==> src/rtl/npu_pkg.sv <==
// Shared encodings for the NPU command sequencer: opcodes, host command ops,
// instruction field positions and the sequencer state set.
package npu_pkg;

  localparam logic [3:0] OP_NOP      = 4'd0;
  localparam logic [3:0] OP_KMEM_WR  = 4'd1;
  localparam logic [3:0] OP_QMEM_WR  = 4'd2;
  localparam logic [3:0] OP_MAC      = 4'd3;
  localparam logic [3:0] OP_OFIFO_RD = 4'd4;

  localparam logic [1:0] CMD_LOAD_K = 2'd0;
  localparam logic [1:0] CMD_LOAD_Q = 2'd1;
  localparam logic [1:0] CMD_RUN    = 2'd2;
  localparam logic [1:0] CMD_READ   = 2'd3;

  localparam int INST_W   = 20;
  localparam int OPC_MSB  = 19;
  localparam int OPC_LSB  = 16;
  localparam int ADDR_MSB = 3;
  localparam int ADDR_LSB = 0;

  typedef enum logic [2:0] {
    S_IDLE,
    S_LOAD,
    S_RUN,
    S_DRAIN,
    S_RD_ISSUE,
    S_RD_WAIT,
    S_RD_HOLD
  } state_t;

  // Bits between the opcode and address fields are always zero.
  function automatic logic [INST_W-1:0] mk_inst(input logic [3:0] opc, input logic [3:0] addr);
    logic [INST_W-1:0] w;
    w = '0;
    w[OPC_MSB:OPC_LSB]   = opc;
    w[ADDR_MSB:ADDR_LSB] = addr;
    return w;
  endfunction

endpackage

==> src/rtl/npu_rd_capture.sv <==
// Result capture for READ: waits rd_lat cycles after an OFIFO_RD issue, grabs
// core_out and holds it under a valid/ready handshake until the host takes it.
module npu_rd_capture
  import npu_pkg::*;
#(
  parameter int w      = 160,
  parameter int rd_lat = 2
) (
  input  logic         clk,
  input  logic         reset,
  input  logic         start,
  input  logic [w-1:0] core_out,
  input  logic         rd_ready,
  output logic         cap,
  output logic         rd_valid,
  output logic [w-1:0] rd_data
);

  localparam int LW = $clog2(rd_lat + 2);

  logic          waiting;
  logic [LW-1:0] lat;

  // start marks the cycle the OFIFO_RD is registered; core_out is valid rd_lat cycles after it appears.
  assign cap = waiting && (lat == LW'(rd_lat));

  always_ff @(posedge clk or negedge reset) begin
    if (!reset) begin
      waiting  <= 1'b0;
      lat      <= '0;
      rd_valid <= 1'b0;
      rd_data  <= '0;
    end else begin
      if (start) begin
        waiting <= 1'b1;
        lat     <= '0;
      end else if (cap) begin
        waiting  <= 1'b0;
        rd_data  <= core_out;
        rd_valid <= 1'b1;
      end else if (waiting) begin
        lat <= lat + 1'b1;
      end
      if (rd_valid && rd_ready)
        rd_valid <= 1'b0;
    end
  end

endmodule

==> src/rtl/npu_cmd_sequencer.sv <==
// Host-side command sequencer: expands LOAD/RUN/READ commands into the core's
// instruction/data stream and returns captured partial sums to the host.
module npu_cmd_sequencer
  import npu_pkg::*;
#(
  parameter int col     = 8,
  parameter int bw      = 8,
  parameter int bw_psum = 2*bw+4,
  parameter int pr      = 8,
  parameter int mac_lat = 4,
  parameter int rd_lat  = 2
) (
  input  logic                   clk,
  input  logic                   reset,
  input  logic                   cmd_valid,
  output logic                   cmd_ready,
  input  logic [1:0]             cmd_op,
  input  logic [3:0]             cmd_len,
  input  logic                   din_valid,
  output logic                   din_ready,
  input  logic [pr*bw-1:0]       din,
  output logic [INST_W-1:0]      inst,
  output logic [pr*bw-1:0]       mem_in,
  input  logic [bw_psum*col-1:0] core_out,
  output logic                   rd_valid,
  input  logic                   rd_ready,
  output logic [bw_psum*col-1:0] rd_data,
  output logic                   busy,
  output logic                   done
);

  localparam int LATW = $clog2(mac_lat + 2);

  state_t          state;
  logic [1:0]      op;
  logic [4:0]      len;
  logic [4:0]      cnt;
  logic [LATW-1:0] lat;
  logic            cap;
  logic            rd_start;

  assign cmd_ready = (state == S_IDLE);
  assign busy      = (state != S_IDLE);
  // done is raised on the final beat itself, so no further beat may be taken.
  assign din_ready = (state == S_LOAD) && !done;
  assign rd_start  = (state == S_RD_ISSUE);

  npu_rd_capture #(.w(bw_psum*col), .rd_lat(rd_lat)) u_cap (
    .clk      (clk),
    .reset    (reset),
    .start    (rd_start),
    .core_out (core_out),
    .rd_ready (rd_ready),
    .cap      (cap),
    .rd_valid (rd_valid),
    .rd_data  (rd_data)
  );

  always_ff @(posedge clk or negedge reset) begin
    if (!reset) begin
      state  <= S_IDLE;
      op     <= CMD_LOAD_K;
      len    <= '0;
      cnt    <= '0;
      lat    <= '0;
      inst   <= mk_inst(OP_NOP, 4'd0);
      mem_in <= '0;
      done   <= 1'b0;
    end else begin
      done <= 1'b0;
      inst <= mk_inst(OP_NOP, 4'd0);
      case (state)
        S_IDLE: begin
          if (cmd_valid) begin
            op  <= cmd_op;
            len <= {1'b0, cmd_len} + 5'd1;
            cnt <= '0;
            lat <= '0;
            case (cmd_op)
              CMD_LOAD_K, CMD_LOAD_Q: state <= S_LOAD;
              CMD_RUN:                state <= S_RUN;
              default:                state <= S_RD_ISSUE;
            endcase
          end
        end
        S_LOAD: begin
          if (done) begin
            state <= S_IDLE;
          end else if (din_valid) begin
            inst   <= mk_inst((op == CMD_LOAD_K) ? OP_KMEM_WR : OP_QMEM_WR, cnt[3:0]);
            mem_in <= din;
            cnt    <= cnt + 5'd1;
            done   <= (cnt + 5'd1 == len);
          end
        end
        S_RUN: begin
          inst   <= mk_inst(OP_MAC, cnt[3:0]);
          mem_in <= '0;
          cnt    <= cnt + 5'd1;
          if (cnt + 5'd1 == len) begin
            state <= S_DRAIN;
            lat   <= '0;
          end
        end
        S_DRAIN: begin
          if (done)
            state <= S_IDLE;
          else if (lat == LATW'(mac_lat - 1))
            done <= 1'b1;
          else
            lat <= lat + 1'b1;
        end
        S_RD_ISSUE: begin
          inst  <= mk_inst(OP_OFIFO_RD, cnt[3:0]);
          state <= S_RD_WAIT;
        end
        S_RD_WAIT: begin
          if (cap)
            state <= S_RD_HOLD;
        end
        S_RD_HOLD: begin
          if (done) begin
            state <= S_IDLE;
          end else if (rd_valid && rd_ready) begin
            cnt <= cnt + 5'd1;
            if (cnt + 5'd1 == len)
              done <= 1'b1;
            else
              state <= S_RD_ISSUE;
          end
        end
        default: state <= S_IDLE;
      endcase
    end
  end

endmodule

==> config.mk <==
export PLATFORM = sky130hd
export DESIGN_NAME = npu_cmd_sequencer
export DESIGN_NICKNAME = d
export VERILOG_FILES = /design/src/rtl/npu_pkg.sv /design/src/rtl/npu_rd_capture.sv /design/src/rtl/npu_cmd_sequencer.sv
export SDC_FILE = /design/constraint.sdc
export NUM_CORES = 1
export LEC_CHECK = 0
export BUFFER_PORTS_ARGS = -buffer_cell sky130_fd_sc_hd__buf_2
export CORE_AREA = 3 3 185 187
export CTS_BUF_LIST = sky130_fd_sc_hd__clkbuf_16
export DETAILED_ROUTE_END_ITERATION = 12
export DIE_AREA = 0 0 188 190
export PLACE_DENSITY = 0.62
export SETUP_SLACK_MARGIN = 0.1
export SYNTH_ARGS = -nofsm -noshare
export SYNTH_HDL_FRONTEND = slang
export SYNTH_HIERARCHICAL = 1
export SYNTH_SLANG_ARGS = --single-unit
export TNS_END_PERCENT = 10
==> constraint.sdc <==
create_clock -name clk -period 3.6 [get_ports clk]
set_input_delay 0.18 -clock clk [delete_from_list [all_inputs] [get_ports clk]]
set_output_delay 0.18 -clock clk [all_outputs]
set_load 0.1 [all_outputs]
# --- After elaboration in Yosys (flattened, before gate mapping) ---
# Index checks and enable logic that the tools add are counted.
# W data, S select, Z words.
word_totals:
  wordCells: 109
  regBits: 267
op_classes:
  add_sub_neg: 4
  eq_ne: 25
  bitwise: 1
  n_mux: 43
  reduce_logical: 24
ops:
  columns: ["cell", "n"]
  rows:
  - ["$mux W64", 2]
  - ["$pmux W64 S2", 1]
  - ["$pmux W19 S3", 1]
  - ["$mux W18", 2]
  - ["$mux W3", 11]
  - ["$mux W5", 5]
  - ["$pmux W5 S4", 1]
  - ["$ne A2 B2 Y1 const B", 9]
  - ["$pmux W3 S6", 1]
  - ["$mux W1", 12]
  - ["$reduce_and A6 Y1", 2]
  - ["$eq A3 B2 Y1 const B", 3]
  - ["$eq A3 B3 Y1 const B", 3]
  - ["$pmux W3 S3", 1]
  - ["$mux W2", 4]
  - ["$reduce_and A2 Y1", 4]
  - ["$reduce_bool A2 Y1", 4]
  - ["$ne A2 B1 Y1 const B", 3]
  - ["$ne A3 B3 Y1 const B", 2]
  - ["$pmux W3 S2", 1]
  - ["$reduce_bool A3 Y1", 2]
  - ["$add A4 B1 Y5 const B", 1]
  - ["$add A5 B1 Y5 const B", 1]
  - ["$eq A5 B5 Y1", 1]
  - ["other kinds (15)", 20]

# --- Longest topological paths before layout ---
# Gate-level depths: netlist of run 1.
depth:
  ltp_word: 6
  ltp_mapped: 9

# --- Cells and area by module ---
# Netlist of run 1, hierarchy kept.
modules_own_cells:
  columns: ["mod", "area_each_um2", "cells_each", "n_inst"]
  rows:
  - ["npu_rd_capture", 6483.7, 354, 1]
  - ["npu_cmd_sequencer", 4097.7, 448, 1]

# --- Least setup slack after synthesis of run 1 ---
# Ideal clock, no wire load.
synth_path:
  path_type: "register to output"
  start: "register state[1]"
  end: "output busy"
  slack_ps: -468
  path_buffers: 1
  t_arrival_ps: 3888
  path_stages_with_launch: 4
  path_cell_list: "dfrtp_1 buf_2 nor3_1 inv_1"
synth_via:
  elab_chain_len: 1
synth_lines:
  columns: ["element", "line_no", "rtl"]
  rows:
  - ["from (decl)", "npu_cmd_sequencer.sv:34", "state_t state;"]
  - ["from (signal assigned)", "npu_cmd_sequencer.sv:61", "state <= S_IDLE;"]
  - ["from (signal assigned)", "npu_cmd_sequencer.sv:80", "CMD_LOAD_K, CMD_LOAD_Q: state <= S_LOAD;"]
  - ["from (signal assigned)", "npu_cmd_sequencer.sv:81", "CMD_RUN: state <= S_RUN;"]
  - ["$reduce_bool A3 Y1", "npu_cmd_sequencer.sv:43", "assign busy = (state != S_IDLE);"]
  - ["to (decl)", "npu_cmd_sequencer.sv:28", "output logic busy,"]
# Every way passes these cells.

# --- Worst setup path after layout of run 1 ---
layout_path:
  start: "register state[0]"
  end: "register u_cap.rd_data[146]"
layout_via:
  elab_chain_len: 3
layout_lines:
  columns: ["element", "line_no", "rtl"]
  rows:
  - ["$eq A3 B3 Y1", "npu_cmd_sequencer.sv:46", "assign rd_start = (state == S_RD_ISSUE);"]
  - ["net rd_start", "npu_cmd_sequencer.sv:40", "logic rd_start;"]
  - ["$not A1 Y1 (no source line)", null, null]
  - ["$reduce_and A2 Y1 (no source line)", null, null]
  - ["to (signal assigned)", "npu_rd_capture.sv:39", "rd_data <= core_out;"]
  - ["to (decl)", "npu_rd_capture.sv:16", "output logic [w-1:0] rd_data"]
# The timed path passes the listed nets, and every way through them passes these cells.
# A chain may end at the register's enable or synchronous reset.

==> results of run 1 <==
cell families (layout without fill, tap and decap cells):
family	after synthesis	in the layout
AOI/OAI and AO/OA	108	108
DFF	254	254
and+or+nand+nor	194	194
adders and majority gates	5	5
muxes	165	165
xor gates and xnor gates	8	8
buffers and inverters	67	772
other	1	14
worst min-delay path, cell delays in order:
cell	delay, ps
buf_2	100
nand3b_1	130
o22a_1	150
o41ai_1	60
layout by cell type, fill, tap and decap left out, types with 3 or more instances in the layout:
cell type | Yosys | routed
a21oi_1 | 7 | 7
and2_1 | 4 | 4
buf_12 | 0 | 6
buf_2 | 22 | 469
buf_4 | 14 | 5
bufinv_16 | 0 | 5
clkbuf_16 | 0 | 29
clkinv_1 | 0 | 5
clkinv_2 | 0 | 7
conb_1 | 1 | 13
dfrtp_1 | 254 | 254
dlygate4sd3_1 | 0 | 233
ha_1 | 5 | 5
inv_1 | 7 | 9
mux2_2 | 74 | 74
mux2_4 | 90 | 90
nand2_1 | 140 | 140
nand2b_1 | 9 | 6
nand3_1 | 4 | 4
nor2_1 | 13 | 13
nor2b_1 | 7 | 7
nor3_1 | 5 | 4
o21ai_0 | 72 | 72
o21ai_1 | 8 | 8
xnor2_1 | 3 | 3
xor2_1 | 5 | 5
state kept, by name, summed over array words and instances (netlist names):
name and count:
u_cap/rd_data 160, mem_in 64, inst 7, cnt 5
len 5, lat 3, state 3, op 2
u_cap/lat 2, done 1, u_cap/rd_valid 1, u_cap/waiting 1
per-layer routing:
| metal | vias to the layer above | part of all wire, % | global-route usage (%) |
|---|---|---|---|
| met3 | 71 | 6.2 | 3.81 |
| met2 | 338 | 51 | 32.2 |
| met4 | 0 | 4.2 | 7.42 |
| met1 | 4123 | 38 | 20.9 |
| met5 | - | 0 | 0 |
| li1 | 4103 | - | - |
cells in the mapped netlist, types with 7 or more instances:
library cell,instances
inv_1,7
nand2_1,140
nand2b_1,9
buf_4,14
clkbuf_1,9
dfrtp_1,254
o21ai_0,72
mux2_2,74
buf_2,22
nor2_1,13
buf_6,13
nor2b_1,7
a21oi_1,7
o21ai_1,8
mux2_4,90
area by class of cell:
class	instances	area [um2]	share of cell area, %
tap	442	553	3.33
timing repair buffer	714	4850	29.2
clock inverter	22	236	1.42
antenna	1	2.50	0.0151
clock buffer	29	726	4.37
multi-input combinational	493	3850	23.2
sequential	254	6360	38.3
inverter	7	26.3	0.158
per-stage QoR:
stage                     setup slack, ps  hold slack [ps]  cell area [um2]  cells  utilization, %
after global routing                  930              110            16600   1962            50.9
final                                1150              131            16600   1962            50.9
after CTS                            1130             93.2            16600   1961            50.9
after global placement               1200              215            13300   1677            40.8
after detailed placement             1140              217            13300   1677            40.8
after floorplan                       288             -116            10600    814               -
how the worst max path moves through the flow:
stage                                                 to  cells after the start                  from
after floorplan                                din_ready                      2        done$_DFF_PN0_
after global placement    u_cap/rd_data[141]$_DFFE_PN0P_                      4  state[2]$_DFFE_PN0P_
after detailed placement  u_cap/rd_data[146]$_DFFE_PN0P_                      4  state[2]$_DFFE_PN0P_
after CTS                 u_cap/rd_data[142]$_DFFE_PN0P_                      5  state[0]$_DFFE_PN0P_
after global routing      u_cap/rd_data[141]$_DFFE_PN0P_                      5  state[0]$_DFFE_PN0P_
final                     u_cap/rd_data[146]$_DFFE_PN0P_                      5  state[0]$_DFFE_PN0P_
what timing repair did:
item,in CTS,in global routing
endpoints found under the hold margin,305,0
hold buffers,233,0
setup endpoints to repair,0,0
==> report_table.html, run 1 <==
<table>
<tr><th>Metric</th><th>Value</th></tr>
<tr><th colspan="2">Status</th></tr>
<tr><td>Status</td><td>finished clean</td></tr>
<tr><th colspan="2">Drt</th></tr>
<tr><td>Routed wire length</td><td>33200 um</td></tr>
<tr><td>Total number of vias</td><td>8635</td></tr>
<tr><td>Router iterations before antenna repair</td><td>4</td></tr>
<tr><td>Routed vias/inst</td><td>4.40</td></tr>
<tr><td>Remaining antenna violation count</td><td>0</td></tr>
<tr><td>Starting DRC count in detailed routing</td><td>333</td></tr>
<tr><td>Number of remaining DRC errors</td><td>0</td></tr>
<tr><td>Per-cell routed wire length</td><td>16.9 um</td></tr>
<tr><th colspan="2">Logic synthesis</th></tr>
<tr><td>Adder and majority gate portion of the synthesized area</td><td>0.591%</td></tr>
<tr><td>Total number of yosys warnings</td><td>6</td></tr>
<tr><td>Post-Syn Instances</td><td>802</td></tr>
<tr><td>Most frequently used flop master after synthesis</td><td>dfrtp_1</td></tr>
<tr><td>Netlist cell types</td><td>50</td></tr>
<tr><td>Cell taking the most area after synthesis</td><td>dfrtp_1</td></tr>
<tr><td>Mux cell area share after synthesis</td><td>20.7%</td></tr>
<tr><td>Yosys top cell area share</td><td>60.1%</td></tr>
<tr><td>Complex-gate fraction of the synthesized area</td><td>5.85%</td></tr>
<tr><td>Basic-gate share of the synthesized area counting and, or, nand and nor cells</td><td>7.89%</td></tr>
<tr><td>Post-Synthesis Cell Area</td><td>10600 um2</td></tr>
<tr><td>Number of synthesized flops with an enable pin</td><td>0</td></tr>
<tr><td>Post-synthesis register bit count</td><td>254</td></tr>
<tr><td>Post-synth ARST share</td><td>100%</td></tr>
<tr><td>Combinational family with the most area after synthesis</td><td>multiplexers</td></tr>
<tr><td>Mapped Avg Cell Area</td><td>13.2 um2</td></tr>
<tr><td>Sequential fraction of the synthesis area</td><td>60.1%</td></tr>
<tr><td>Top post-synthesis cells by area</td><td>dfrtp_1 60%, mux2_4 13%, mux2_2 7.9%</td></tr>
<tr><td>Area share of xor/xnor cells in the synthesized design</td><td>0.662%</td></tr>
<tr><th colspan="2">Min path</th></tr>
<tr><td>Number of cells traversed by the worst hold path</td><td>4</td></tr>
<tr><td>Destination of the worst hold path</td><td>done$_DFF_PN0_</td></tr>
<tr><td>Launch point of the worst hold path</td><td>din_valid</td></tr>
<tr><td>Type of the most critical hold path</td><td>in2reg</td></tr>
<tr><th colspan="2">Setup path</th></tr>
<tr><td>Launching element type of the critical path</td><td>register</td></tr>
<tr><td>Kind of end point of the critical path</td><td>register</td></tr>
<tr><td>Category of the critical setup timing path</td><td>reg2reg</td></tr>
<tr><td>Launching point of the worst reg2reg path</td><td>state[0]$_DFFE_PN0P_</td></tr>
<tr><td>Cell chain of the critical path</td><td>nor2_1 -&gt; and2_1 -&gt; nand2b_4 -&gt; buf_4 -&gt; mux2_2</td></tr>
<tr><td>Data required time of the critical path</td><td>4010 ps</td></tr>
<tr><td>Max stage delay cell, worst path</td><td>dfrtp_1</td></tr>
<tr><td>Cell family with most CP delay</td><td>simple AND/OR/NAND/NOR gates</td></tr>
<tr><td>Reg-to-reg setup timing slack</td><td>1150 ps</td></tr>
<tr><td>Worst path buffer plus inverter count</td><td>1</td></tr>
<tr><td>Highest fanout seen on the critical path</td><td>28</td></tr>
<tr><td>Reg2reg end</td><td>u_cap/rd_data[146]$_DFFE_PN0P_</td></tr>
<tr><td>Slowest Stage Delay on Critical Path</td><td>570 ps</td></tr>
<tr><td>Arrival time worst endpoint</td><td>2860 ps</td></tr>
<tr><td>R2R cell count</td><td>5</td></tr>
<tr><th colspan="2">Die</th></tr>
<tr><td>Die extent in y</td><td>190 um</td></tr>
<tr><td>Number of rows in the core area</td><td>66</td></tr>
<tr><td>Die Area</td><td>35700 um2</td></tr>
<tr><td>Starting density of the core</td><td>32.4%</td></tr>
<tr><td>Area inside the core boundary</td><td>32600 um2</td></tr>
<tr><td>Boundary pin count</td><td>484</td></tr>
<tr><td>Die width</td><td>188 um</td></tr>
<tr><th colspan="2">GRT</th></tr>
<tr><td>Pin count of the biggest net entering global routing</td><td>129</td></tr>
<tr><td>Wire length of the first global-routing pass</td><td>51800 um</td></tr>
<tr><td>Antenna violations before repair</td><td>1</td></tr>
<tr><td>GRT Overall Usage</td><td>18.0%</td></tr>
<tr><td>Total congestion overflow</td><td>0</td></tr>
<tr><td>Vias in the first global route</td><td>9285</td></tr>
<tr><th colspan="2">Timing</th></tr>
<tr><td>Total Neg Setup Slack</td><td>0 ps</td></tr>
<tr><td>Minimum clock period after layout</td><td>2450 ps</td></tr>
<tr><td># setup viols final</td><td>0</td></tr>
<tr><td>Worst clock skew on the final layout</td><td>16.1 ps</td></tr>
<tr><td>Unrepaired setup endpoints after global routing</td><td>false</td></tr>
<tr><td>Number of hold-slack violations in the final timing report</td><td>0</td></tr>
<tr><td>Worst Tran Pin Value</td><td>867 ps</td></tr>
<tr><td>Highest clock frequency the design can meet</td><td>0.408 GHz</td></tr>
<tr><td>Pins over their slew limit</td><td>0</td></tr>
<tr><td>Worst max-slew margin expressed relative to the limit</td><td>42.2%</td></tr>
<tr><td>Share of the cycle needed by the critical path after routing</td><td>68.1%</td></tr>
<tr><th colspan="2">Final layout</th></tr>
<tr><td>Final net count</td><td>1739</td></tr>
<tr><td>Fraction of layout instances using a drive strength above 1</td><td>45.9%</td></tr>
<tr><td>Syn-to-layout area delta</td><td>56.9%</td></tr>
<tr><td>Filler cell count</td><td>2794</td></tr>
<tr><th colspan="2">Clock tree</th></tr>
<tr><td>Setup Buffers After CTS</td><td>0</td></tr>
<tr><td>Number of H-tree levels</td><td>1</td></tr>
<tr><td>PostCTS Resize Cnt</td><td>0</td></tr>
<tr><td>TritonCTS clock tree</td><td>yes</td></tr>
<tr><td>Maximum number of buffers from clock root to sink</td><td>3</td></tr>
<tr><td>Number of CTS-inserted buffers</td><td>29</td></tr>
<tr><td>Clock latency of the later-clocked register in the worst-skew pair</td><td>530 ps</td></tr>
<tr><td>Clock transition at path regs</td><td>60 ps</td></tr>
<tr><td>Root buf cell</td><td>clkbuf_16</td></tr>
<tr><td>Sink Count</td><td>254</td></tr>
<tr><th colspan="2">Place</th></tr>
<tr><td>Weighted congestion at the end of routability-driven global placement</td><td>0.782</td></tr>
<tr><td>Buffers added on ports</td><td>470</td></tr>
<tr><td>Half-perimeter wire length after detailed placement</td><td>21700 um</td></tr>
<tr><th colspan="2">Flow run</th></tr>
<tr><td>Number of maximum-capacitance violations</td><td>0</td></tr>
</table>
Power of run 1 is not shown: default switching activity piles up to over one toggle a cycle in this logic, so the estimate is an artifact.
==> run 2: changes to the inputs <==
--- a/config.mk
+++ b/config.mk
@@ -5,11 +5,12 @@
 export SDC_FILE = /design/constraint.sdc
 export NUM_CORES = 1
 export LEC_CHECK = 0
+export ABC_AREA = 1
 export BUFFER_PORTS_ARGS = -buffer_cell sky130_fd_sc_hd__buf_2
-export CORE_AREA = 3 3 185 187
+export CORE_AREA = 3 3 188 190
 export CTS_BUF_LIST = sky130_fd_sc_hd__clkbuf_16
 export DETAILED_ROUTE_END_ITERATION = 12
-export DIE_AREA = 0 0 188 190
+export DIE_AREA = 0 0 191 193
 export PLACE_DENSITY = 0.62
 export SETUP_SLACK_MARGIN = 0.1
 export SYNTH_ARGS = -nofsm -noshare
==> constraint.sdc (replaced) <==
create_clock -name clk -period 2.2 [get_ports clk]
set_input_delay 0.11 -clock clk [delete_from_list [all_inputs] [get_ports clk]]
set_output_delay 0.11 -clock clk [all_outputs]
set_load 0.1 [all_outputs]
==> run 2 against run 1 <==
Net effect: core utilization fell by 2.1 points; critical path depth fell by 1; first-iteration DRC count rose by 48%; worst hold slack improved by 17 ps; via count rose by 20%; area after synthesis fell by 3.3%; register-to-register slack got worse by 840 ps; clock-buffer cell count did not move; sequential cell count did not move; clock skew fell by 5.5 ps.
==> report_table.html, run 2 <==
<table>
<tr><th>Metric</th><th>Value</th></tr>
<tr><th colspan="2">Setup path</th></tr>
<tr><td>Kind of end point of the critical path</td><td>output port</td></tr>
<tr><td>Category of the critical setup timing path</td><td>reg2out</td></tr>
<tr><td>Highest fanout seen on the critical path</td><td>7 (-75%)</td></tr>
<tr><td>Slowest Stage Delay on Critical Path</td><td>450 ps (-120 ps)</td></tr>
<tr><td>Arrival time worst endpoint</td><td>1850 ps (-1010 ps)</td></tr>
<tr><td>Setup crit start</td><td>state[2]$_DFFE_PN0P_</td></tr>
<tr><td>Max stage delay cell, worst path</td><td>buf_2</td></tr>
<tr><td>Launching element type of the critical path</td><td>register</td></tr>
<tr><td>Worst path buffer plus inverter count</td><td>2 (+1)</td></tr>
<tr><td>Launching point of the worst reg2reg path</td><td>state[2]$_DFFE_PN0P_</td></tr>
<tr><td>Data required time of the critical path</td><td>2090 ps (-1920 ps)</td></tr>
<tr><td>Cell family with most CP delay</td><td>buffers and inverters</td></tr>
<tr><td>Cell chain of the critical path</td><td>inv_2 -&gt; nand2_1 -&gt; nor2_4 -&gt; buf_2</td></tr>
<tr><th colspan="2">Final layout</th></tr>
<tr><td>Final cell count without fillers</td><td>2354 (+20%)</td></tr>
<tr><td>Leading registers by flop count</td><td>u_cap/rd_data (160), mem_in (64), inst (7)</td></tr>
<tr><td>Commonest cells after routing, fill and taps aside</td><td>670 x nand2_1, 468 x buf_2, 253 x dfrtp_1, 234 x dlygate4sd3_1, 55 x o21ai_1</td></tr>
<tr><td>Commonest non-fill, non-tap cell in the layout</td><td>nand2_1</td></tr>
<tr><td>Register with the highest flop count</td><td>u_cap/rd_data</td></tr>
<tr><td>Fraction of layout instances using a drive strength above 1</td><td>29.2% (-17 points)</td></tr>
<tr><td>Post-layout util</td><td>48.8% (-2.1 points)</td></tr>
<tr><td>Filler cell count</td><td>3022 (+8.2%)</td></tr>
<tr><td>Multi-input gate area</td><td>3440 um2 (-11%)</td></tr>
<tr><td>Final net count</td><td>2123 (+22%)</td></tr>
<tr><td>Max FFs per register</td><td>160 (unchanged)</td></tr>
<tr><td>Syn-to-layout area delta</td><td>60.2%</td></tr>
<tr><td>Footprint of the flip-flops and latches</td><td>6360 um2 (about the same)</td></tr>
<tr><th colspan="2">Min path</th></tr>
<tr><td>Type of the most critical hold path</td><td>in2reg</td></tr>
<tr><td>Launch point of the worst hold path</td><td>cmd_valid</td></tr>
<tr><th colspan="2">Flow run</th></tr>
<tr><td>Number of maximum-capacitance violations</td><td>0 (unchanged)</td></tr>
<tr><th colspan="2">Timing</th></tr>
<tr><td>Worst Tran Pin Value</td><td>640 ps (-227 ps)</td></tr>
<tr><td>Share of the cycle needed by the critical path after routing</td><td>89.2%</td></tr>
<tr><td># setup viols final</td><td>0 (unchanged)</td></tr>
<tr><td>Worst clock skew on the final layout</td><td>10.6 ps (-5.45 ps)</td></tr>
<tr><td>Worst max-slew margin expressed relative to the limit</td><td>57.3% (+15 points)</td></tr>
<tr><td>Minimum clock period after layout</td><td>1960 ps</td></tr>
<tr><td>Unrepaired setup endpoints after global routing</td><td>false</td></tr>
<tr><td>Pins over their slew limit</td><td>0 (unchanged)</td></tr>
<tr><td>Number of hold-slack violations in the final timing report</td><td>0 (unchanged)</td></tr>
<tr><td>Total Neg Setup Slack</td><td>0 ps (unchanged)</td></tr>
<tr><td>Highest clock frequency the design can meet</td><td>0.509 GHz</td></tr>
<tr><th colspan="2">Logic synthesis</th></tr>
<tr><td>Post-synthesis register bit count</td><td>254 (unchanged)</td></tr>
<tr><td>Synth cell count leaders</td><td>670 x nand2_1, 254 x dfrtp_1, 55 x o21ai_1</td></tr>
<tr><td>Number of synthesized flops with an enable pin</td><td>0 (unchanged)</td></tr>
<tr><td>Most numerous cell in the Yosys netlist</td><td>nand2_1</td></tr>
<tr><td>Netlist cell types</td><td>31 (-38%)</td></tr>
<tr><td>Most frequently used flop master after synthesis</td><td>dfrtp_1</td></tr>
<tr><td>Sequential fraction of the synthesis area</td><td>62.1% (+2.0 points)</td></tr>
<tr><td>Top post-synthesis cells by area</td><td>dfrtp_1 62%, nand2_1 25%, o21ai_1 2.7%</td></tr>
<tr><td>Mapped Avg Cell Area</td><td>8.67 um2 (-34%)</td></tr>
<tr><td>Cell taking the most area after synthesis</td><td>dfrtp_1</td></tr>
<tr><td>Total number of yosys warnings</td><td>6 (unchanged)</td></tr>
<tr><td>Post-synth ARST share</td><td>100% (unchanged)</td></tr>
<tr><td>Yosys top cell area share</td><td>62.1% (+2.0 points)</td></tr>
<tr><td>Post-Synthesis Cell Area</td><td>10200 um2 (-3.3%)</td></tr>
<tr><td>Post-Syn Instances</td><td>1180 (+47%)</td></tr>
<tr><th colspan="2">Place</th></tr>
<tr><td>Buffers added on ports</td><td>470 (unchanged)</td></tr>
<tr><td>Half-perimeter wire length after detailed placement</td><td>22200 um (+2.3%)</td></tr>
<tr><td>Weighted congestion at the end of routability-driven global placement</td><td>0.822 (+5.1%)</td></tr>
<tr><td>DP Cell Count</td><td>2059 (+23%)</td></tr>
<tr><th colspan="2">Clock tree</th></tr>
<tr><td>Maximum number of buffers from clock root to sink</td><td>3 (unchanged)</td></tr>
<tr><td>Root buf cell</td><td>clkbuf_16</td></tr>
<tr><td>Number of H-tree levels</td><td>1 (unchanged)</td></tr>
<tr><td>Sink Count</td><td>254 (unchanged)</td></tr>
<tr><td>TritonCTS clock tree</td><td>yes</td></tr>
<tr><td>Number of CTS-inserted buffers</td><td>28 (-3.4%)</td></tr>
<tr><td>Clock transition at path regs</td><td>60 ps (about the same)</td></tr>
<tr><td>Clock latency of the later-clocked register in the worst-skew pair</td><td>540 ps (about the same)</td></tr>
<tr><th colspan="2">GRT</th></tr>
<tr><td>Pin count of the biggest net entering global routing</td><td>129 (unchanged)</td></tr>
<tr><td>Total congestion overflow</td><td>0 (unchanged)</td></tr>
<tr><td>Antenna violations before repair</td><td>1 (unchanged)</td></tr>
<tr><td>Top Usage Layer GRT</td><td>met2</td></tr>
<tr><td>Met1 Usage GRT</td><td>21.1% (+0.17 points)</td></tr>
<tr><td>Wire length of the first global-routing pass</td><td>53500 um (+3.4%)</td></tr>
<tr><td>Vias in the first global route</td><td>10.5k (+14%)</td></tr>
<tr><td>GRT Overall Usage</td><td>17.7% (-0.28 points)</td></tr>
<tr><td>Met3 Usage GRT</td><td>3.89% (+0.073 points)</td></tr>
<tr><td>Met2 usage</td><td>31.4% (-0.81 points)</td></tr>
<tr><th colspan="2">Die</th></tr>
<tr><td>Area inside the core boundary</td><td>33600 um2 (+3.1%)</td></tr>
<tr><td>Die width</td><td>191 um (+1.6%)</td></tr>
<tr><td>Die Area</td><td>36900 um2 (+3.2%)</td></tr>
<tr><td>Number of rows in the core area</td><td>67 (+1.5%)</td></tr>
<tr><td>Die extent in y</td><td>193 um (+1.6%)</td></tr>
<tr><td>Starting density of the core</td><td>30.4% (-2.0 points)</td></tr>
<tr><td>Boundary pin count</td><td>484 (unchanged)</td></tr>
<tr><th colspan="2">Drt</th></tr>
<tr><td>Total number of vias</td><td>10.4k (+20%)</td></tr>
<tr><td>Remaining antenna violation count</td><td>0 (unchanged)</td></tr>
<tr><td>Router iterations before antenna repair</td><td>5 (+1)</td></tr>
<tr><td>Starting DRC count in detailed routing</td><td>492 (+48%)</td></tr>
<tr><td>Routed wire length</td><td>35200 um (+6.3%)</td></tr>
<tr><td>Per-cell routed wire length</td><td>15.0 um (-11%)</td></tr>
<tr><td>Routed vias/inst</td><td>4.42 (+0.41%)</td></tr>
<tr><td>Number of remaining DRC errors</td><td>0 (unchanged)</td></tr>
<tr><th colspan="2">Status</th></tr>
<tr><td>Status</td><td>finished clean</td></tr>
</table>
## run 2: worst paths after layout
check / slack [ps] / end / depth (start not counted)
max: 240 / din_ready / 4
min: 150 / cnt[2]$_DFFE_PN0P_ / 4
max reg2reg: 310 / u_cap/rd_data[118]$_DFFE_PN0P_ / 10
max in group asynchronous: 1320 / mem_in[44]$_DFFE_PN0P_ / 3
min reg2reg: 470 / u_cap/rd_data[72]$_DFFE_PN0P_ / 2
min in group asynchronous: 160 / inst[0]$_DFF_PN0_ / 2
## run 2: logic make-up (layout without fill, tap and decap cells)
logic type / count (synthesis) / in the layout / synth area share [%]
AOI/OAI and AO/OA: 89 / 89 / 4.74
other: 1 / 16 / 0.0366
xor gates and xnor gates: 2 / 2 / 0.171
buffers and inverters: 106 / 817 / 5.11
and+or+nand+nor: 723 / 723 / 27.2
DFF: 254 / 254 / 62.1
adders and majority gates: 5 / 5 / 0.611
## run 2: stage by stage
step | worst slack (ps) | instance area (um2) | hold slack, ps
2_1_floorplan | 99.2 | 10300 | -186
3_3_place_gp | 354 | 13100 | 157
3_5_place_dp | 236 | 13100 | 161
4_1_cts | 149 | 16300 | 131
5_1_grt | 129 | 16400 | 175
6_report | 237 | 16400 | 147
## run 2: layout make-up
type / instances / share of cell area (%)
diodes: 3 / 0.0458
inverters: 37 / 0.870
multi-input cells: 832 / 21.0
clock inverters: 21 / 0.679
flip-flops and latches: 254 / 38.8
clock buffers: 29 / 4.43
repair buffers: 730 / 30.8
well taps: 448 / 3.42
## run 2: repair_timing
| action | 4_1_cts | 5_1_grt |
|---|---|---|
| setup endpoints to repair | 0 | 118 |
| buffers inserted | 0 | 7 |
| hold buffers | 234 | 0 |
| gates resized for setup | 0 | 4 |
| endpoints found under the hold margin | 308 | 0 |
## run 2: metal layers
metal / up-vias / part of all wire (%) / routed length, um
li1: 5035 / - / -
met1: 4828 / 39 / 13800
met2: 456 / 50 / 17600
met3: 84 / 7.7 / 2700
met4: 0 / 3.4 / 1190
met5: - / 0 / 0
## run 2: worst min-delay path: cells and delay by family
kind	cells	cell delay [ps]
compound gates	1	240
simple gates	2	160
buf+inv	1	140
Power of run 2 is left out for the same reason.
==> run 3: changes to the inputs <==
==> constraint.sdc (replaced) <==
create_clock -name clk -period 2.2 [get_ports clk]
set_input_delay 0.22 -clock clk [delete_from_list [all_inputs] [get_ports clk]]
set_output_delay 0.22 -clock clk [all_outputs]
set_load 0.1 [all_outputs]
==> run 3 against run 2 <==
Net effect: cell count unchanged; core utilization increased by 0.29 points; sequential cell count unchanged; clock skew decreased by 0.55 ps; maximum frequency decreased by 2.7%; critical endpoint is now cmd_ready; largest cell class unchanged; highest routed layer unchanged.
==> report_table.html, run 3 (same netlist as run 2, synthesis figures left out) <==
<table>
<tr><th>Metric</th><th>Value</th></tr>
<tr><th colspan="2">Final layout</th></tr>
<tr><td>Max FFs per register</td><td>160 (unchanged)</td></tr>
<tr><td>Commonest non-fill, non-tap cell in the layout</td><td>nand2_1</td></tr>
<tr><td>Syn-to-layout area delta</td><td>61.1%</td></tr>
<tr><td>Filler cell count</td><td>3027 (+0.17%)</td></tr>
<tr><td>Register with the highest flop count</td><td>u_cap/rd_data</td></tr>
<tr><td>Leading registers by flop count</td><td>u_cap/rd_data (160), mem_in (64), inst (7)</td></tr>
<tr><td>Multi-input gate area</td><td>3440 um2 (about the same)</td></tr>
<tr><td>Final net count</td><td>2124 (+0.047%)</td></tr>
<tr><td>Commonest cells after routing, fill and taps aside</td><td>670 x nand2_1, 467 x buf_2, 252 x dfrtp_1, 232 x dlygate4sd3_1, 55 x o21ai_1</td></tr>
<tr><td>Fraction of layout instances using a drive strength above 1</td><td>29.5% (+0.32 points)</td></tr>
<tr><td>Footprint of the flip-flops and latches</td><td>6360 um2 (about the same)</td></tr>
<tr><th colspan="2">Min path</th></tr>
<tr><td>Launch point of the worst hold path</td><td>din_valid</td></tr>
<tr><td>Number of cells traversed by the worst hold path</td><td>3 (-1)</td></tr>
<tr><td>Destination of the worst hold path</td><td>inst[16]$_DFF_PN0_</td></tr>
<tr><td>Type of the most critical hold path</td><td>in2reg</td></tr>
<tr><th colspan="2">Drt</th></tr>
<tr><td>Number of remaining DRC errors</td><td>0 (unchanged)</td></tr>
<tr><td>Starting DRC count in detailed routing</td><td>503 (+2.2%)</td></tr>
<tr><td>Per-cell routed wire length</td><td>14.9 um (-0.55%)</td></tr>
<tr><td>Router iterations before antenna repair</td><td>7 (+2)</td></tr>
<tr><td>Routed wire length</td><td>35000 um (-0.55%)</td></tr>
<tr><td>Remaining antenna violation count</td><td>0 (unchanged)</td></tr>
<tr><td>Total number of vias</td><td>10.4k (-0.24%)</td></tr>
<tr><td>Routed vias/inst</td><td>4.41 (-0.24%)</td></tr>
<tr><th colspan="2">Timing</th></tr>
<tr><td>Share of the cycle needed by the critical path after routing</td><td>91.7% (+2.5 points)</td></tr>
<tr><td>Unrepaired setup endpoints after global routing</td><td>false</td></tr>
<tr><td>Worst Tran Pin Value</td><td>624 ps (-16.2 ps)</td></tr>
<tr><td>Minimum clock period after layout</td><td>2020 ps (+54.1 ps)</td></tr>
<tr><td># setup viols final</td><td>0 (unchanged)</td></tr>
<tr><td>Highest clock frequency the design can meet</td><td>0.496 GHz (-2.7%)</td></tr>
<tr><td>Pins over their slew limit</td><td>0 (unchanged)</td></tr>
<tr><td>Number of hold-slack violations in the final timing report</td><td>0 (unchanged)</td></tr>
<tr><td>Worst max-slew margin expressed relative to the limit</td><td>58.4% (+1.1 points)</td></tr>
<tr><td>Total Neg Setup Slack</td><td>0 ps (unchanged)</td></tr>
<tr><td>Worst clock skew on the final layout</td><td>10.1 ps (-0.555 ps)</td></tr>
<tr><th colspan="2">Place</th></tr>
<tr><td>Weighted congestion at the end of routability-driven global placement</td><td>0.834 (+1.4%)</td></tr>
<tr><td>Buffers added on ports</td><td>470 (unchanged)</td></tr>
<tr><td>Half-perimeter wire length after detailed placement</td><td>22800 um (+2.6%)</td></tr>
<tr><th colspan="2">Clock tree</th></tr>
<tr><td>Maximum number of buffers from clock root to sink</td><td>3 (unchanged)</td></tr>
<tr><td>Number of CTS-inserted buffers</td><td>28 (unchanged)</td></tr>
<tr><td>TritonCTS clock tree</td><td>yes</td></tr>
<tr><td>Sink Count</td><td>254 (unchanged)</td></tr>
<tr><td>Root buf cell</td><td>clkbuf_16</td></tr>
<tr><td>Clock latency of the later-clocked register in the worst-skew pair</td><td>540 ps (about the same)</td></tr>
<tr><td>Clock transition at path regs</td><td>60 ps (about the same)</td></tr>
<tr><td>Number of H-tree levels</td><td>1 (unchanged)</td></tr>
<tr><th colspan="2">GRT</th></tr>
<tr><td>Antenna violations before repair</td><td>2 (+1)</td></tr>
<tr><td>GRT Overall Usage</td><td>17.8% (+0.13 points)</td></tr>
<tr><td>Total congestion overflow</td><td>0 (unchanged)</td></tr>
<tr><td>Vias in the first global route</td><td>10.6k (+0.59%)</td></tr>
<tr><td>Wire length of the first global-routing pass</td><td>54000 um (+0.79%)</td></tr>
<tr><td>Pin count of the biggest net entering global routing</td><td>88 (-32%)</td></tr>
<tr><th colspan="2">Die</th></tr>
<tr><td>Die Area</td><td>36900 um2 (unchanged)</td></tr>
<tr><td>Starting density of the core</td><td>30.4% (unchanged)</td></tr>
<tr><td>Die width</td><td>191 um (unchanged)</td></tr>
<tr><td>Number of rows in the core area</td><td>67 (unchanged)</td></tr>
<tr><td>Die extent in y</td><td>193 um (unchanged)</td></tr>
<tr><td>Area inside the core boundary</td><td>33600 um2 (unchanged)</td></tr>
<tr><td>Boundary pin count</td><td>484 (unchanged)</td></tr>
<tr><th colspan="2">Setup path</th></tr>
<tr><td>Category of the critical setup timing path</td><td>reg2out</td></tr>
<tr><td>Reg2reg end</td><td>u_cap/rd_data[85]$_DFFE_PN0P_</td></tr>
<tr><td>Kind of end point of the critical path</td><td>output port</td></tr>
<tr><td>R2R cell count</td><td>10 (unchanged)</td></tr>
<tr><td>Arrival time worst endpoint</td><td>1800 ps (-50 ps)</td></tr>
<tr><td>Cell family with most CP delay</td><td>flip-flops</td></tr>
<tr><td>Worst path buffer plus inverter count</td><td>2 (unchanged)</td></tr>
<tr><td>Worst path depth</td><td>4 (unchanged)</td></tr>
<tr><td>Data required time of the critical path</td><td>1980 ps (-110 ps)</td></tr>
<tr><td>Highest fanout seen on the critical path</td><td>6 (-1)</td></tr>
<tr><td>Reg-to-reg setup timing slack</td><td>220 ps (-90 ps)</td></tr>
<tr><td>Launching point of the worst reg2reg path</td><td>state[2]$_DFFE_PN0P_</td></tr>
<tr><td>Slowest Stage Delay on Critical Path</td><td>440 ps (about the same)</td></tr>
<tr><td>Launching element type of the critical path</td><td>register</td></tr>
<tr><td>Max stage delay cell, worst path</td><td>dfrtp_2</td></tr>
<tr><td>Cell chain of the critical path</td><td>nor2_1 -&gt; nand2_4 -&gt; clkinvlp_4 -&gt; buf_4</td></tr>
<tr><th colspan="2">Status</th></tr>
<tr><td>Status</td><td>finished clean</td></tr>
<tr><th colspan="2">Flow run</th></tr>
<tr><td>Number of maximum-capacitance violations</td><td>0 (unchanged)</td></tr>
</table>
[run 3: cell types whose count changed in the layout (fill, tap and decap cells not counted)]
cell,before,now
buf_16,2,1
clkinvlp_4,1,2
clkinv_1,12,3
dfrtp_1,253,252
dlygate4sd3_1,234,232
buf_2,468,467
clkbuf_4,2,1
nor2_1,16,17
nor2_2,2,1
bufinv_16,1,3
dfrtp_2,0,1
buf_4,15,16
buf_12,7,12
inv_1,33,38
[run 3: metrics by stage]
step | hold WS (ps) | cells | util [%] | worst slack [ps] | instance area (um2)
after detailed placement | 238 | 2067 | 39.3 | 291 | 13200
after floorplan | -75.6 | 1192 | - | 99.2 | 10300
after CTS | 54.0 | 2348 | 48.9 | 93.9 | 16400
final | 99.5 | 2354 | 49.1 | 183 | 16500
after global placement | 236 | 2067 | 39.3 | 365 | 13200
after global routing | 101 | 2353 | 49.1 | 45.4 | 16500
[run 3: area by class of cell]
cell class              instances  area share (%)
multi-input cells             832            20.8
inverters                      37           0.865
clock inverters                20           0.994
clock buffers                  29            4.40
well taps                     448            3.40
flip-flops and latches        254            38.6
diodes                          3          0.0455
repair buffers                731            30.9
[run 3: metal layers]
layer | up-vias | wire, um | global-route usage, %
met3 | 108 | 2740 | 4.03
met5 | - | 0 | 0
met2 | 463 | 16900 | 30.8
li1 | 5042 | - | -
met1 | 4765 | 14000 | 21.5
met4 | 0 | 1470 | 7.56
[run 3: worst max path at each step]
stage,startpoint,end,slack [ps]
2_1_floorplan,done$_DFF_PN0_,mem_in[45]$_DFFE_PN0P_,100
3_3_place_gp,state[2]$_DFFE_PN0P_,u_cap/rd_data[88]$_DFFE_PN0P_,370
3_5_place_dp,state[2]$_DFFE_PN0P_,u_cap/rd_data[89]$_DFFE_PN0P_,290
4_1_cts,state[2]$_DFFE_PN0P_,din_ready,90
5_1_grt,state[2]$_DFFE_PN0P_,cmd_ready,50
6_report,state[2]$_DFFE_PN0P_,cmd_ready,180
[run 3: timing repair]
item | in CTS | in global routing
setup buffers | 0 | 2
cloned | 0 | 1
hold buffers | 232 | 0
pin swaps | 0 | 1
hold endpoints to repair | 291 | 0
gates resized for setup | 1 | 3
setup endpoints to repair | 2 | 63
[run 3: worst min-delay path, cell delays in order]
cell and delay (ps):
buf_2 130, nand2_1 150, o31ai_1 80
Power of run 3 is left out for the same reason.
